===== src/rtl/ps2_rx.sv =====
// PS/2 device-to-host receiver: synchronizes and filters the pad lines, deframes
// 11-bit frames, and queues good bytes in a 4-entry FIFO behind a valid/ready port.
module ps2_rx #(
  parameter int unsigned FILTER      = 8,
  parameter int unsigned TIMEOUT_CYC = 100000
) (
  input  logic       clk,
  input  logic       reset_n,
  input  logic       ps2_clk_in,
  input  logic       ps2_data_in,
  output logic       ps2_clk_oe,
  output logic [7:0] out_data,
  output logic       out_valid,
  input  logic       out_ready,
  input  logic       err_clr,
  output logic       err_parity,
  output logic       err_frame,
  output logic       err_overrun
);

  localparam int unsigned FW = $clog2(FILTER + 1);
  localparam int unsigned TW = $clog2(TIMEOUT_CYC + 1);

  typedef enum logic [1:0] {StIdle, StData, StParity, StStop} state_e;

  logic [1:0]    ck_sync_q, dt_sync_q;
  logic [FW-1:0] ck_cnt_q, ck_cnt_d, dt_cnt_q, dt_cnt_d;
  logic          ck_filt_q, ck_filt_d, dt_filt_q, dt_filt_d, ck_prev_q;
  logic          fall;

  state_e        state_q, state_d;
  logic [2:0]    bit_cnt_q, bit_cnt_d;
  logic [7:0]    shift_q, shift_d;
  logic          par_q, par_d;
  logic [TW-1:0] tmo_q, tmo_d;
  logic          push, set_par, set_frm;

  logic [7:0]    mem_q [4];
  logic [1:0]    wptr_q, wptr_d, rptr_q, rptr_d;
  logic [2:0]    count_q, count_d;
  logic          valid_q, valid_d, oe_q, oe_d;
  logic [7:0]    data_q, data_d;
  logic          err_par_q, err_par_d, err_frm_q, err_frm_d, err_ovr_q, err_ovr_d;
  logic          full, push_ok, pop;

  // Level only flips after FILTER consecutive samples disagree with it.
  always_comb begin
    ck_cnt_d  = '0;
    ck_filt_d = ck_filt_q;
    dt_cnt_d  = '0;
    dt_filt_d = dt_filt_q;
    if (ck_sync_q[1] != ck_filt_q) begin
      if (ck_cnt_q == FW'(FILTER - 1)) ck_filt_d = ck_sync_q[1];
      else                             ck_cnt_d  = ck_cnt_q + FW'(1);
    end
    if (dt_sync_q[1] != dt_filt_q) begin
      if (dt_cnt_q == FW'(FILTER - 1)) dt_filt_d = dt_sync_q[1];
      else                             dt_cnt_d  = dt_cnt_q + FW'(1);
    end
  end

  assign fall = ck_prev_q & ~ck_filt_q;

  always_comb begin
    state_d   = state_q;
    bit_cnt_d = bit_cnt_q;
    shift_d   = shift_q;
    par_d     = par_q;
    push      = 1'b0;
    set_par   = 1'b0;
    set_frm   = 1'b0;
    tmo_d     = (fall || state_q == StIdle) ? '0 : tmo_q + TW'(1);
    unique case (state_q)
      StIdle: if (fall && !dt_filt_q) begin
        state_d   = StData;
        bit_cnt_d = '0;
        shift_d   = '0;
      end
      StData: if (fall) begin
        shift_d[bit_cnt_q] = dt_filt_q;
        bit_cnt_d          = bit_cnt_q + 3'd1;
        if (bit_cnt_q == 3'd7) state_d = StParity;
      end
      StParity: if (fall) begin
        par_d   = dt_filt_q;
        state_d = StStop;
      end
      StStop: if (fall) begin
        state_d = StIdle;
        if (!(^{shift_q, par_q})) set_par = 1'b1;
        else if (!dt_filt_q)      set_frm = 1'b1;
        else                      push    = 1'b1;
      end
      default: state_d = StIdle;
    endcase
    if (state_q != StIdle && !fall && tmo_q == TW'(TIMEOUT_CYC - 1)) begin
      state_d = StIdle;
      set_frm = 1'b1;
    end
  end

  assign full    = (count_q == 3'd4);
  assign push_ok = push & ~full;
  assign pop     = valid_q & out_ready;

  always_comb begin
    wptr_d  = wptr_q + 2'(push_ok);
    rptr_d  = rptr_q + 2'(pop);
    count_d = count_q;
    if (push_ok && !pop)      count_d = count_q + 3'd1;
    else if (!push_ok && pop) count_d = count_q - 3'd1;
    // Gate on out_ready so a trailing ready cannot accept the next byte.
    valid_d = (count_q != 3'd0) && !out_ready;
    data_d  = valid_d ? mem_q[rptr_q] : data_q;
    oe_d    = oe_q;
    if (full && state_q == StIdle) oe_d = 1'b1;
    else if (!full)                oe_d = 1'b0;
    err_par_d = set_par | (err_par_q & ~err_clr);
    err_frm_d = set_frm | (err_frm_q & ~err_clr);
    err_ovr_d = (push & full) | (err_ovr_q & ~err_clr);
  end

  always_ff @(posedge clk) begin
    if (push_ok) mem_q[wptr_q] <= shift_q;
  end

  always_ff @(posedge clk or negedge reset_n) begin
    if (!reset_n) begin
      ck_sync_q <= 2'b11;
      dt_sync_q <= 2'b11;
      ck_cnt_q  <= '0;
      dt_cnt_q  <= '0;
      ck_filt_q <= 1'b1;
      dt_filt_q <= 1'b1;
      ck_prev_q <= 1'b1;
      state_q   <= StIdle;
      bit_cnt_q <= '0;
      shift_q   <= '0;
      par_q     <= 1'b0;
      tmo_q     <= '0;
      wptr_q    <= '0;
      rptr_q    <= '0;
      count_q   <= '0;
      valid_q   <= 1'b0;
      data_q    <= '0;
      oe_q      <= 1'b0;
      err_par_q <= 1'b0;
      err_frm_q <= 1'b0;
      err_ovr_q <= 1'b0;
    end else begin
      ck_sync_q <= {ck_sync_q[0], ps2_clk_in};
      dt_sync_q <= {dt_sync_q[0], ps2_data_in};
      ck_cnt_q  <= ck_cnt_d;
      dt_cnt_q  <= dt_cnt_d;
      ck_filt_q <= ck_filt_d;
      dt_filt_q <= dt_filt_d;
      ck_prev_q <= ck_filt_q;
      state_q   <= state_d;
      bit_cnt_q <= bit_cnt_d;
      shift_q   <= shift_d;
      par_q     <= par_d;
      tmo_q     <= tmo_d;
      wptr_q    <= wptr_d;
      rptr_q    <= rptr_d;
      count_q   <= count_d;
      valid_q   <= valid_d;
      data_q    <= data_d;
      oe_q      <= oe_d;
      err_par_q <= err_par_d;
      err_frm_q <= err_frm_d;
      err_ovr_q <= err_ovr_d;
    end
  end

  assign ps2_clk_oe  = oe_q;
  assign out_data    = data_q;
  assign out_valid   = valid_q;
  assign err_parity  = err_par_q;
  assign err_frame   = err_frm_q;
  assign err_overrun = err_ovr_q;

endmodule


===== config.mk =====
export PLATFORM = sky130hd
export DESIGN_NAME = ps2_rx
export DESIGN_NICKNAME = d
export VERILOG_FILES = /design/src/rtl/ps2_rx.sv
export SDC_FILE = /design/constraint.sdc
export NUM_CORES = 1
export LEC_CHECK = 0
export BUFFER_PORTS_ARGS = -buffer_cell sky130_fd_sc_hd__buf_2
export CORE_MARGIN = 2
export CORE_UTILIZATION = 25
export DETAILED_ROUTE_END_ITERATION = 7
export GPL_TIMING_DRIVEN = 1
export PLACE_DENSITY = 0.44
export SLEW_MARGIN = 15
export SYNTH_ARGS = -nofsm -noshare
export SYNTH_HDL_FRONTEND = slang
export SYNTH_SLANG_ARGS = --single-unit

===== constraint.sdc =====
create_clock -name clk -period 6.7 [get_ports clk]
set_input_delay 0.335 -clock clk [delete_from_list [all_inputs] [get_ports clk]]
set_output_delay 0.335 -clock clk [all_outputs]
set_load 0.02 [all_outputs]

==> summary.log, run 1 <==
INFO  detailed_routing viasPerCell=4.267
INFO  placed_design  dp.final_hpwl=4.981mm
INFO  clock_network  cts_repair_resize_count=0
INFO  global_routing first_global_vias=2583
INFO  logic_synthesis synthesis.nets=343
INFO  detailed_routing route.detailed.wl_per_inst=13.14µm
INFO  logic_synthesis synth_warnings=0
INFO  clock_network  cts_max_level=3
INFO  job            max_cap_viol_count=0
INFO  clock_network  cts-buffers-inserted=9
INFO  logic_synthesis synthXorXnorAreaFrac=6.817%
INFO  logic_synthesis number_of_synthesized_register_bits=98
INFO  worst_setup_path critPathRequiredTime=6.96ns
INFO  floorplanning  die_width=134.8µm
INFO  global_routing grt_first_pass_wirelength=13.17mm
INFO  worst_setup_path critPathCaptureType=flop
INFO  detailed_routing drc=0
INFO  worst_setup_path worstPathArrival=3.07ns
INFO  logic_synthesis synth_top_family_by_area=simple AND/OR/NAND/NOR gates
INFO  finish         area.growth.synth_to_final=15.07%
INFO  timing         grt_setup_unrepaired=false
INFO  worst_setup_path timing.critical_path.cells=xnor2_1, xnor3_1, xnor2_2, nand3_2, inv_1, ha_1, inv_1, fa_1, xor2_1, nor2_1, xor2_1
INFO  clock_network  cts.clk_slew.worst_paths=0.07ns
INFO  floorplanning  io_pins=19
INFO  detailed_routing routed-via-count=2441
INFO  worst_hold_path hold_path.class=in2reg
INFO  logic_synthesis syn-mean-instance-area=13.20µm²
INFO  timing         ratio_of_final_minimum_period_to_clock_period=41.90%
INFO  placed_design  placedInstanceArea=4636µm²
INFO  clock_network  tritoncts_sinks=98
INFO  worst_setup_path critPathLaunchType=flop
INFO  finish         design_area=4921µm²
INFO  detailed_routing detail_route.iter0.violations=93
INFO  finish         filler_cell_count=1686
INFO  floorplanning  die_area=18170µm²
INFO  power_and_ir_drop max-vdd-ir-drop=0.0001309V
INFO  timing         period_minus_slack=2.807ns
INFO  worst_setup_path worstPathMaxFanout=7
INFO  finish         finish.net_count=366
INFO  finish         n_antenna_cell=0
INFO  logic_synthesis synth-compound-area-share=4.710%
INFO  floorplanning  row_count=47
INFO  timing         final_max_slew_viol_count=0
INFO  timing         tightest_slew=0.8741ns
INFO  timing         setup_slack_of_the_critical_path_after_layout=3.893ns
INFO  worst_setup_path cell_with_the_biggest_individual_delay_on_the_critical_path=sky130_fd_sc_hd__xnor3_1
INFO  placed_design  place.gp.congestion=0.7001
INFO  global_routing grt_start_max_net_pins=67
INFO  logic_synthesis synth-simple-area-share=12.96%
INFO  timing         report.final.hold_viol_count=0
INFO  clock_network  cts_hold_buffers=0
INFO  logic_synthesis synth_unique_cells=40
INFO  finish         drive_gt1_share=21.02%
INFO  placed_design  detailedPlace.worstSlack=3.834ns
INFO  clock_network  clockRootBuffer=sky130_fd_sc_hd__clkbuf_16
INFO  floorplanning  core-area=16640µm²
INFO  timing         endpoints_failing_setup=0
INFO  power_and_ir_drop static_leakage=0.001965µW
INFO  logic_synthesis seq_area_frac_synth=61.29%
INFO  logic_synthesis netlist_area_before_placement=4277µm²
INFO  timing         tns=0ns
INFO  clock_network  clock_tree.buffer_depth=2
INFO  global_routing grt_usage=9.312%
INFO  timing         final_worst_clock_skew=0.005978ns
INFO  detailed_routing number_of_nets_still_failing_antenna_checks_after_routing=0
INFO  floorplanning  die_h=134.8µm
INFO  logic_synthesis yosys-mux-area-fraction=8.660%
INFO  detailed_routing detailedRoute.firstPassIterationCount=4
INFO  worst_setup_path critPathMaxStageDelay=0.47ns
INFO  timing         timing.max_slew.rel_slack=41.73%
INFO  logic_synthesis synthCells=324
INFO  timing         max_freq=356.3MHz
INFO  worst_setup_path crit_type=reg2reg
INFO  global_routing antenna_found_initial=0
INFO  logic_synthesis synth-adder-area-share=3.979%
INFO  clock_network  tritoncts_clock_tree=yes
INFO  clock_network  clock_latency=0.34ns
INFO  power_and_ir_drop cellPowerDensity=341.1nW/µm²
INFO  detailed_routing final_routed_wirelength=7.514mm
INFO  placed_design  numPortBuffers=18
INFO  global_routing grt_overflow=0
INFO  floorplanning  initial_core_util=25.70%
INFO  clock_network  cts_setup_buffers=0
INFO  status         run_status=complete, no violations
==> registers in the layout, summed over array words and instances (netlist names), 2 cells and up <==
signal     flops
out_data       8
dt_sync_q      2
dt_cnt_q       4
state_q        2
shift_q        8
count_q        3
tmo_q         17
wptr_q         2
ck_cnt_q       4
mem_q         32
ck_sync_q      2
rptr_q         2
bit_cnt_q      3
==> synthesized netlist by cell type <==
master                     count  share of area (%)
sky130_fd_sc_hd__dfrtp_1      59                 35
sky130_fd_sc_hd__nor2_1       34                3.0
sky130_fd_sc_hd__edfxtp_1     32                 22
sky130_fd_sc_hd__nand2_1      25                2.2
sky130_fd_sc_hd__mux2_2       16                4.2
sky130_fd_sc_hd__xor2_1       16                3.3
sky130_fd_sc_hd__ha_1         12                3.5
sky130_fd_sc_hd__nand3_1      11                1.3
sky130_fd_sc_hd__xnor2_1      11                2.3
sky130_fd_sc_hd__clkbuf_1      9               0.79
sky130_fd_sc_hd__inv_1         9               0.79
sky130_fd_sc_hd__o21ai_0       9                1.1
sky130_fd_sc_hd__a22o_1        8                1.6
sky130_fd_sc_hd__mux4_2        8                4.2
sky130_fd_sc_hd__nor3_1        8               0.94
sky130_fd_sc_hd__dfstp_2       7                4.3
sky130_fd_sc_hd__nor2b_1       6               0.88
sky130_fd_sc_hd__nand2b_1      5               0.73
sky130_fd_sc_hd__nand4_1       5               0.73
sky130_fd_sc_hd__and4_1        4               0.82
sky130_fd_sc_hd__a21oi_1       3               0.35
sky130_fd_sc_hd__nand3b_1      3               0.53
sky130_fd_sc_hd__nor3b_1       3               0.53
sky130_fd_sc_hd__o22ai_1       2               0.29
sky130_fd_sc_hd__o31ai_1       2               0.35
sky130_fd_sc_hd__o41ai_1       2               0.41
sky130_fd_sc_hd__xnor2_2       2               0.76
sky130_fd_sc_hd__a22o_2        1               0.23
sky130_fd_sc_hd__and2_1        1               0.15
sky130_fd_sc_hd__and3_1        1               0.15
sky130_fd_sc_hd__and4b_1       1               0.23
sky130_fd_sc_hd__fa_1          1               0.47
sky130_fd_sc_hd__mux2i_1       1               0.23
sky130_fd_sc_hd__nand3_2       1               0.23
sky130_fd_sc_hd__nor4b_1       1               0.20
sky130_fd_sc_hd__o211ai_1      1               0.18
sky130_fd_sc_hd__o21ai_2       1               0.20
sky130_fd_sc_hd__or3_1         1               0.15
sky130_fd_sc_hd__or4b_1        1               0.23
sky130_fd_sc_hd__xnor3_1       1               0.53
==> worst max-delay path: cells and delay by family, from the launching register on <==
| kind | cells | cell delay (ns) |
|---|---|---|
| simple gates | 2 | 0.28 |
| buf+inv | 2 | 0.18 |
| flops | 1 | 0.45 |
| xor+xnor | 5 | 1.27 |
| fa+ha+maj | 2 | 0.55 |
==> final timing paths <==
| check | slack [ns] | to | depth (start not counted) | start |
|---|---|---|---|---|
| min in group asynchronous | 0.19 | out_data[3]$_DFFE_PN0P_ | 2 | reset_n |
| worst max-delay path | 3.89 | count_q[2]$_DFFE_PN0P_ | 11 | shift_q[1]$_DFFE_PN0P_ |
| worst min-delay path | 0.09 | ck_sync_q[0]$_DFF_PN1_ | 1 | ps2_clk_in |
| worst min register to register | 0.35 | ck_sync_q[1]$_DFF_PN1_ | 0 | ck_sync_q[0]$_DFF_PN1_ |
| worst max register to register | 3.89 | count_q[2]$_DFFE_PN0P_ | 11 | shift_q[1]$_DFFE_PN0P_ |
| max in group asynchronous | 5.94 | state_q[1]$_DFFE_PN0P_ | 2 | reset_n |
==> per-layer routing <==
layer / GRT usage (%) / vias up / wire [µm]
met2: 15.03 / 25 / 3616
met5: 0 / - / 0
met1: 11.77 / 1201 / 3538
met4: 3.684 / 0 / 129
met3: 2.740 / 9 / 231
li1: - / 1206 / -
==> where the power goes <==
group | switching [µW] | internal, µW
sequential | 93.7 | 705
combinational | 213 | 170
clock | 238 | 258
==> cells by family (layout without fill, tap and decap cells) <==
family / Yosys count / count (layout)
and+or+nand+nor: 111 / 111
AOI/OAI and AO/OA: 29 / 29
muxes: 25 / 25
DFF: 98 / 98
xor gates and xnor gates: 30 / 30
buffers and inverters: 18 / 46
adders and majority gates: 13 / 13
==> metrics by stage <==
stage / instances / power (µW) / util [%] / hold WS (ns)
6_report: 572 / 1679 / 29.57 / 0.09001
3_3_place_gp: 556 / 1204 / 27.83 / 0.3474
2_1_floorplan: 324 / 1097 / - / 0.03941
3_5_place_dp: 556 / 1209 / 27.86 / 0.3476
5_1_grt: 572 / 1809 / 29.57 / 0.06903
4_1_cts: 572 / 1718 / 29.57 / 0.07006
==> placed cells by master, fill, tap and decap left out, types with 3 or more instances in the layout <==
master | Yosys | layout
sky130_fd_sc_hd__nand3_1 | 11 | 11
sky130_fd_sc_hd__nand2_1 | 25 | 25
sky130_fd_sc_hd__buf_4 | 0 | 3
sky130_fd_sc_hd__nor2_1 | 34 | 34
sky130_fd_sc_hd__inv_1 | 9 | 9
sky130_fd_sc_hd__xnor2_1 | 11 | 11
sky130_fd_sc_hd__nand4_1 | 5 | 5
sky130_fd_sc_hd__nor2b_1 | 6 | 6
sky130_fd_sc_hd__dfstp_2 | 7 | 7
sky130_fd_sc_hd__edfxtp_1 | 32 | 32
sky130_fd_sc_hd__a21oi_1 | 3 | 3
sky130_fd_sc_hd__xor2_1 | 16 | 16
sky130_fd_sc_hd__clkbuf_16 | 0 | 9
sky130_fd_sc_hd__ha_1 | 12 | 12
sky130_fd_sc_hd__o21ai_0 | 9 | 9
sky130_fd_sc_hd__nor3_1 | 8 | 8
sky130_fd_sc_hd__buf_2 | 0 | 18
sky130_fd_sc_hd__mux2_2 | 16 | 16
sky130_fd_sc_hd__nand3b_1 | 3 | 3
sky130_fd_sc_hd__dfrtp_1 | 59 | 59
sky130_fd_sc_hd__a22o_1 | 8 | 8
sky130_fd_sc_hd__nand2b_1 | 5 | 5
sky130_fd_sc_hd__and4_1 | 4 | 4
sky130_fd_sc_hd__mux4_2 | 8 | 8
==> final cells by class <==
type	instances	area [µm²]	share of cell area (%)
Clock buffer	9	225.2	4.577
Clock inverter	7	60.06	1.220
Inverter	9	33.78	0.6865
Multi-Input combinational cell	208	1593	32.37
Sequential cell	98	2621	53.27
Tap cell	220	275.3	5.594
Timing Repair Buffer	21	112.6	2.288
No activity file was read; power rests on OpenSTA's default activity.
==> run 2: changes to the inputs <==
==> constraint.sdc (replaced) <==
create_clock -name clk -period 2.9 [get_ports clk]
set_input_delay 0.145 -clock clk [delete_from_list [all_inputs] [get_ports clk]]
set_output_delay 0.145 -clock clk [all_outputs]
set_load 0.02 [all_outputs]
==> run 2 against run 1 <==
Compared with the run above: worst setup slack worse by 3.7 ns; hold slack worse by 0.069 ns; die area unchanged; maximum frequency rose by 4.4%; critical endpoint unchanged; largest power group unchanged; highest routed layer unchanged.
==> summary.log, run 2 (synthesis gave the netlist of run 1 again) <==
INFO  worst_setup_path critPathLaunchType=flop
INFO  global_routing first_global_vias=2632
INFO  finish         area.growth.synth_to_final=16.03%
INFO  power_and_ir_drop max-vdd-ir-drop=0.0003135V
INFO  floorplanning  die_h=134.8µm
INFO  finish         largest_registers=mem_q: 32 flops, tmo_q: 17 flops
INFO  floorplanning  io_pins=19
INFO  clock_network  cts.clk_slew.worst_paths=0.07ns
INFO  clock_network  cts_repair_resize_count=0
INFO  floorplanning  core-area=16640µm²
INFO  finish         largest_register_ffs=32
INFO  status         run_status=complete, no violations
INFO  timing         final.hold.worst_slack=0.02073ns
INFO  detailed_routing drc=0
INFO  finish         mostFrequentLayoutCell=sky130_fd_sc_hd__dfrtp_1
INFO  detailed_routing number_of_nets_still_failing_antenna_checks_after_routing=0
INFO  finish         final_cell_mix=59 x sky130_fd_sc_hd__dfrtp_1, 34 x sky130_fd_sc_hd__nor2_1, 32 x sky130_fd_sc_hd__edfxtp_1
INFO  clock_network  cts-buffers-inserted=9
INFO  placed_design  dp_cells=560
INFO  timing         ratio_of_final_minimum_period_to_clock_period=92.76%
INFO  power_and_ir_drop static_leakage=0.002008µW
INFO  worst_setup_path critPathCaptureType=flop
INFO  timing         period_minus_slack=2.690ns
INFO  global_routing grt_start_max_net_pins=29
INFO  clock_network  cts_hold_buffers=3
INFO  timing         report.final.hold_viol_count=0
INFO  timing         tns=0ns
INFO  placed_design  numPortBuffers=18
INFO  floorplanning  row_count=47
INFO  clock_network  tritoncts_sinks=98
INFO  clock_network  cts_setup_buffers=0
INFO  worst_setup_path critPathRequiredTime=3.17ns
INFO  clock_network  cts_max_level=3
INFO  detailed_routing detail_route.iter0.violations=120
INFO  floorplanning  die_width=134.8µm
INFO  detailed_routing route.detailed.wl_per_inst=13.15µm
INFO  placed_design  dp.final_hpwl=5.298mm
INFO  job            max_cap_viol_count=0
INFO  worst_hold_path hold_path.class=in2reg
INFO  detailed_routing detailedRoute.firstPassIterationCount=5
INFO  global_routing grt_usage=9.597%
INFO  timing         endpoints_failing_setup=0
INFO  clock_network  clock_tree.buffer_depth=2
INFO  finish         drive_gt1_share=20.89%
INFO  floorplanning  die_area=18170µm²
INFO  global_routing grt_first_pass_wirelength=13.30mm
INFO  detailed_routing final_routed_wirelength=7.611mm
INFO  worst_setup_path worstPathMaxFanout=7
INFO  detailed_routing routed-via-count=2433
INFO  timing         final_max_slew_viol_count=0
INFO  finish         number_of_cells_in_the_finished_layout_apart_from_fillers=579
INFO  timing         final_worst_clock_skew=0.006025ns
INFO  timing         tightest_slew=0.7725ns
INFO  timing         grt_setup_unrepaired=false
INFO  floorplanning  initial_core_util=25.70%
INFO  power_and_ir_drop cellPowerDensity=782.1nW/µm²
INFO  finish         finish.net_count=373
INFO  finish         top_register=mem_q
INFO  worst_setup_path worstPathArrival=2.96ns
INFO  placed_design  place.gp.congestion=0.7303
INFO  clock_network  tritoncts_clock_tree=yes
INFO  global_routing antenna_found_initial=0
INFO  global_routing grt_overflow=0
INFO  worst_setup_path crit_type=reg2reg
INFO  finish         n_antenna_cell=0
INFO  clock_network  clock_latency=0.35ns
INFO  detailed_routing viasPerCell=4.202
INFO  timing         timing.max_slew.rel_slack=48.31%
INFO  clock_network  clockRootBuffer=sky130_fd_sc_hd__clkbuf_16
INFO  timing         max_freq=371.8MHz
INFO  finish         final_core_utilization=29.82%
-- run 2: critical path: stages (launching register included) --
cell                      delay, ns
sky130_fd_sc_hd__dfrtp_1       0.45
sky130_fd_sc_hd__xnor2_1       0.21
sky130_fd_sc_hd__xnor3_1       0.47
sky130_fd_sc_hd__xnor2_2       0.22
sky130_fd_sc_hd__nand3_2       0.14
sky130_fd_sc_hd__inv_1         0.11
sky130_fd_sc_hd__ha_1          0.18
sky130_fd_sc_hd__inv_1         0.06
sky130_fd_sc_hd__fa_1          0.37
sky130_fd_sc_hd__xor2_1        0.15
sky130_fd_sc_hd__nor2_1        0.11
sky130_fd_sc_hd__xor2_1        0.15
-- run 2: final timing paths --
kind,startpoint,to,slack (ns),cells past startpoint
max,shift_q[1]$_DFFE_PN0P_,count_q[2]$_DFFE_PN0P_,0.21,11
min in group asynchronous,reset_n,out_valid$_DFF_PN0_,0.35,2
max reg2reg,shift_q[1]$_DFFE_PN0P_,count_q[2]$_DFFE_PN0P_,0.21,11
min reg2reg,ck_sync_q[0]$_DFF_PN1_,ck_sync_q[1]$_DFF_PN1_,0.36,0
max in group asynchronous,reset_n,dt_filt_q$_DFFE_PN1P_,1.69,3
min,err_clr,err_parity$_DFF_PN0_,0.02,2
-- run 2: power by group --
part           total [µW]  leakage, µW  switching (µW)  internal [µW]
registers            1850      0.00114             220           1630
clock network        1100     0.000130             517            583
logic                 928     0.000742             508            420
-- run 2: area by class of cell --
class / instances / area [µm²]
repair buffers: 28 / 172.7
fillers: 1728 / 11680
well taps: 220 / 275.3
inverters: 9 / 33.78
flip-flops and latches: 98 / 2621
clock buffers: 10 / 229.0
multi-input cells: 208 / 1588
clock inverters: 6 / 42.54
-- run 2: layer usage --
metal  vias to the layer above  wire length, µm  track usage (%)
met1                      1182             3515            11.58
met2                        22             3689            15.37
met4                         0              150            4.503
li1                       1217                -                -
met3                        12              255            3.378
met5                         -                0                0
-- run 2: stage by stage --
stage	power [µW]	instance area, µm²	worst slack, ns
2_1_floorplan	2551	4277	0.4058
3_3_place_gp	2817	4661	0.2721
3_5_place_dp	2836	4661	0.1850
4_1_cts	3962	4962	0.1583
5_1_grt	4171	4962	0.02397
6_report	3881	4962	0.2101
